`config.mk`:
```
export PLATFORM = sky130hd
export DESIGN_NAME = lfsr_arb
export DESIGN_NICKNAME = d
export VERILOG_FILES = /design/src/rtl/lfsr_arb.sv
export SDC_FILE = /design/constraint.sdc
export NUM_CORES = 1
export LEC_CHECK = 0
export BUFFER_PORTS_ARGS = -buffer_cell sky130_fd_sc_hd__buf_2
export CORE_MARGIN = 1
export CORE_UTILIZATION = 51
export CTS_CLUSTER_SIZE = 25
export DETAILED_ROUTE_END_ITERATION = 10
export PLACE_DENSITY_LB_ADDON = 0.12
export SLEW_MARGIN = 10
export SYNTH_ARGS = -nofsm -noshare
export SYNTH_HDL_FRONTEND = slang
export SYNTH_SLANG_ARGS = --single-unit
export TNS_END_PERCENT = 30
```
`constraint.sdc`:
```
create_clock -name clk -period 1.35 [get_ports clk]
set_input_delay 0 -clock clk [delete_from_list [all_inputs] [get_ports clk]]
set_output_delay 0 -clock clk [all_outputs]
set_load 0.05 [all_outputs]
```
`src/rtl/lfsr_arb.sv`:
```
// Shared Fibonacci LFSR served to NREQ requesters through a round-robin arbiter.
// Define LFSR_ARB_FIXED_PRIO_EN to select fixed (lowest-index-wins) priority.
module lfsr_arb #(
  parameter int unsigned      WIDTH = 4,
  parameter int unsigned      NREQ  = 4,
  parameter logic [WIDTH-1:0] TAPS  = 4'b1100,
  parameter logic [WIDTH-1:0] SEED  = 4'b0001
) (
  input  logic             clk,
  input  logic             rst,
  input  logic             seed_load,
  input  logic [WIDTH-1:0] seed_in,
  input  logic [NREQ-1:0]  req,
  output logic [NREQ-1:0]  gnt,
  output logic             rnd_valid,
  output logic [WIDTH-1:0] rnd_out,
  output logic             wrap
);

  localparam int unsigned IW = $clog2(NREQ);

  logic [WIDTH-1:0] state;
  logic [WIDTH-1:0] seed_reg;
  logic [WIDTH-1:0] next_state;
  logic [WIDTH-1:0] seed_eff;
  logic [IW-1:0]    winner;
  logic             any_req;

  assign next_state = {state[WIDTH-2:0], ^(state & TAPS)};
  // An all-zero seed would lock the LFSR up, so it is replaced by SEED.
  assign seed_eff   = (seed_in == '0) ? SEED : seed_in;
  assign any_req    = |req;

`ifdef LFSR_ARB_FIXED_PRIO_EN
  always_comb begin
    winner = '0;
    for (int unsigned i = NREQ; i > 0; i--) begin
      if (req[IW'(i - 1)]) winner = IW'(i - 1);
    end
  end
`else
  logic [IW-1:0] last_gnt;
  logic          found;
  int unsigned   idx;

  // Search starts one past the last winner and wraps modulo NREQ.
  always_comb begin
    winner = last_gnt;
    found  = 1'b0;
    idx    = 0;
    for (int unsigned i = 1; i <= NREQ; i++) begin
      idx = (32'(last_gnt) + i) % NREQ;
      if (!found && req[IW'(idx)]) begin
        winner = IW'(idx);
        found  = 1'b1;
      end
    end
  end

  always_ff @(posedge clk) begin
    if (!rst) begin
      last_gnt <= IW'(NREQ - 1);
    end else if (!seed_load && any_req) begin
      last_gnt <= winner;
    end
  end
`endif

  always_ff @(posedge clk) begin
    if (!rst) begin
      state     <= SEED;
      seed_reg  <= SEED;
      gnt       <= '0;
      rnd_valid <= 1'b0;
      rnd_out   <= '0;
      wrap      <= 1'b0;
    end else begin
      gnt       <= '0;
      rnd_valid <= 1'b0;
      wrap      <= 1'b0;
      if (seed_load) begin
        state    <= seed_eff;
        seed_reg <= seed_eff;
      end else if (any_req) begin
        state     <= next_state;
        gnt       <= NREQ'(1) << winner;
        rnd_valid <= 1'b1;
        rnd_out   <= next_state;
        wrap      <= (next_state == seed_reg);
      end
    end
  end

endmodule

```
==> reports/qor.yml <==
placement:
  port_buffers: 20
  place_congestion: 0.884
  placedCellCount: 124
  dp_hpwl_um: 1160
global_route:
  grt.overflow.total: 0
  antenna_found_initial: 0
  grt_pass1_wl_um: 2610
  grt_max_degree: 15
  grt_pass1_vias: 624
  grt_usage_pct: 17.9
worst_setup_path:
  crit_path_cell_trace: "nand2b_1 > o21ai_1 > a221o_1 > nor3_2"
  crit_path_max_fanout: 5
  crit_start: "last_gnt[0]"
  required_ns: 1.58
  slowest_delay_ns: 0.41
  critPathKind: "reg2reg"
  r2r-start: "last_gnt[0]"
  critPathTopFamily: "compound AO/OA/AOI/OAI gates"
  crit_end: "gnt[2]"
  path_buf_inv: 0
  cp_slowest_cell: "dfxtp_1"
  crit_cells: 4
  reg2reg_slack_ns: 0.13
  start_kind: "flop"
  rr_worst_depth: 4
  arrival_ns: 1.45
  cp-end-kind: "flop"
  r2r-end: "gnt[2]"
clocking:
  numCtsBuffers: 3
  cts_tree: "built"
  insertion_delay_ns: 0.29
  clk_pin_slew_ns: 0.11
  htreeDepth: 1
  root_buffer: "clkbuf_4"
  postCtsSetupBuffers: 0
  clock-sinks: 20
  cts_buffer_depth: 2
die:
  fp-row-count: 14
  fp.dieW_um: 44
  die_area_um2: 1940
  io_pins: 21
  initial_core_util_pct: 57.1
  fp.coreArea_um2: 1580
  die_y_um: 44
min_path:
  hold_class: "in2reg"
timing:
  rsz0062_at_grt: "false"
  setup_tns_ns: 0
  clock-skew-final_ns: 0.000809
  drv_slew: 0
  hold-worst-slack_ns: 0.0201
  slew_headroom_pct: 77.8
  finalCritPeriodShare_pct: 90.6
  max_clock_freq_mhz: 818
  setup_viol: 0
  worstMarginPinSlew_ns: 0.331
  finalHoldViolations: 0
  fin_crit_ns: 1.22
logic_synthesis:
  synth.avg_cell_area_um2: 9.89
  ys.warnings.count: 0
  synth_ff_type: "dfxtp_1"
  synth_area_um2: 900
  ys_seq_elements: 20
  yosysSeqAreaShare_pct: 44.5
  synth-edff-count: 0
  ys_async_sr_fraction_pct: 0
  syn_inst: 91
  synth_cell_type_count: 34
  synth_nets: 102
power_and_ir_drop:
  power.leakage_nw: 0.462
  p_per_area_nw_per_um2: 1170
  ir_worst_vdd_uv: 902
route:
  drt_iter0_drc: 7
  wire_per_inst_um: 12.5
  first_pass_iters: 6
  routed_wl_um: 1630
  ant_nets: 0
  remaining_drc_errors: 0
  vias: 739
  viasPerCell: 5.64
flow_run:
  cap_violations: 0
layout:
  fin_cells: 131
  finalNetCount: 127
  n_antenna_cell: 0
  layout-drive-gt1-share_pct: 26.1
  area_delta_synth_final_pct: 17.8
run_status:
  outcome: "finished, final reports clean"
per-layer routing:
metal	routed length, um	global-route usage, %	up-vias
li1	-	-	375
met1	760	21.6	348
met2	820	31.5	16
met3	53	5.00	0
met4	0	3.64	0
met5	0	0	-
cell usage in the layout, fill, tap and decap left out, types with 2 or more instances in the layout:
| master | netlist | layout |
|---|---|---|
| nand2_1 | 6 | 6 |
| mux2i_1 | 6 | 6 |
| o311ai_1 | 2 | 2 |
| nor3_1 | 3 | 3 |
| nor2b_1 | 3 | 3 |
| nor2_1 | 3 | 3 |
| a21oi_1 | 6 | 6 |
| buf_2 | 1 | 20 |
| xor2_1 | 3 | 3 |
| dfxtp_1 | 20 | 20 |
| inv_1 | 3 | 3 |
| nand2b_1 | 3 | 3 |
| o21ai_1 | 1 | 2 |
| o21ai_0 | 10 | 9 |
| clkbuf_4 | 0 | 3 |
| a21boi_0 | 2 | 2 |
| dlygate4sd3_1 | 0 | 3 |
cell type report:
class	instances	area [um^2]
clock buffers	4	36.3
fillers	141	517
inverters	3	11.3
multi-input cells	64	442
flip-flops and latches	20	400
well taps	16	20.0
repair buffers	24	150
logic make-up (layout without fill, tap and decap cells):
family | count (synthesis) | after routing | share of synthesized area [%]
compound gates | 29 | 29 | 20.4
simple gates | 25 | 25 | 17.4
mux | 6 | 6 | 6.68
xor+xnor | 4 | 4 | 3.90
buf+inv | 7 | 31 | 7.09
flops | 20 | 20 | 44.5
synthesized netlist by cell type (2+ instances only):
cell type / n / area, um^2
a21boi_0: 2 / 15.0
o21ai_0: 10 / 50.1
nor2_1: 3 / 11.3
nor2b_1: 3 / 18.8
nand2_1: 6 / 22.5
mux2i_1: 6 / 60.1
inv_1: 3 / 11.3
xor2_1: 3 / 26.3
o311ai_1: 2 / 17.5
a21oi_1: 6 / 30.0
nand2b_1: 3 / 18.8
nor3_1: 3 / 15.0
dfxtp_1: 20 / 400
where the power goes:
group	internal, mW	total [mW]	switching [mW]
Clock	0.164	0.339	0.174
Sequential	0.628	0.659	0.0308
Combinational	0.0934	0.244	0.150
Total	0.886	1.24	0.355
through the flow:
stage | power (mW) | utilization [%] | setup WS [ns] | area, um^2
6_report | 1.24 | 67.2 | 0.127 | 1060
5_1_grt | 1.31 | 67.2 | 0.00983 | 1060
4_1_cts | 1.24 | 66.2 | 0.0949 | 1040
3_5_place_dp | 0.904 | 62.6 | 0.114 | 987
3_3_place_gp | 0.899 | 62.6 | 0.174 | 987
2_1_floorplan | 0.851 | - | 0.231 | 900
worst min-delay path by stage:
stage	from	end	slack, ns	cells after the start
final	seed_in[2]	seed_reg[2]	0.02	3
after global routing	seed_in[2]	state[2]	0.04	3
after CTS	rst	last_gnt[0]	0.003	2
after detailed placement	seed_in[3]	seed_reg[3]	0.30	3
after global placement	seed_in[3]	seed_reg[3]	0.29	3
after floorplan	rst	seed_reg[0]	0.15	2
timing repair:
action	4_1_cts	5_1_grt
endpoints found under the hold margin	3	1
setup endpoints to repair	0	3
gates resized for setup	0	2
hold buffers	2	1
worst min-delay path: stages:
cell     delay (ns)
buf_2          0.11
mux2i_1        0.07
nor2b_1        0.10
(Power assumes the default switching activity.)
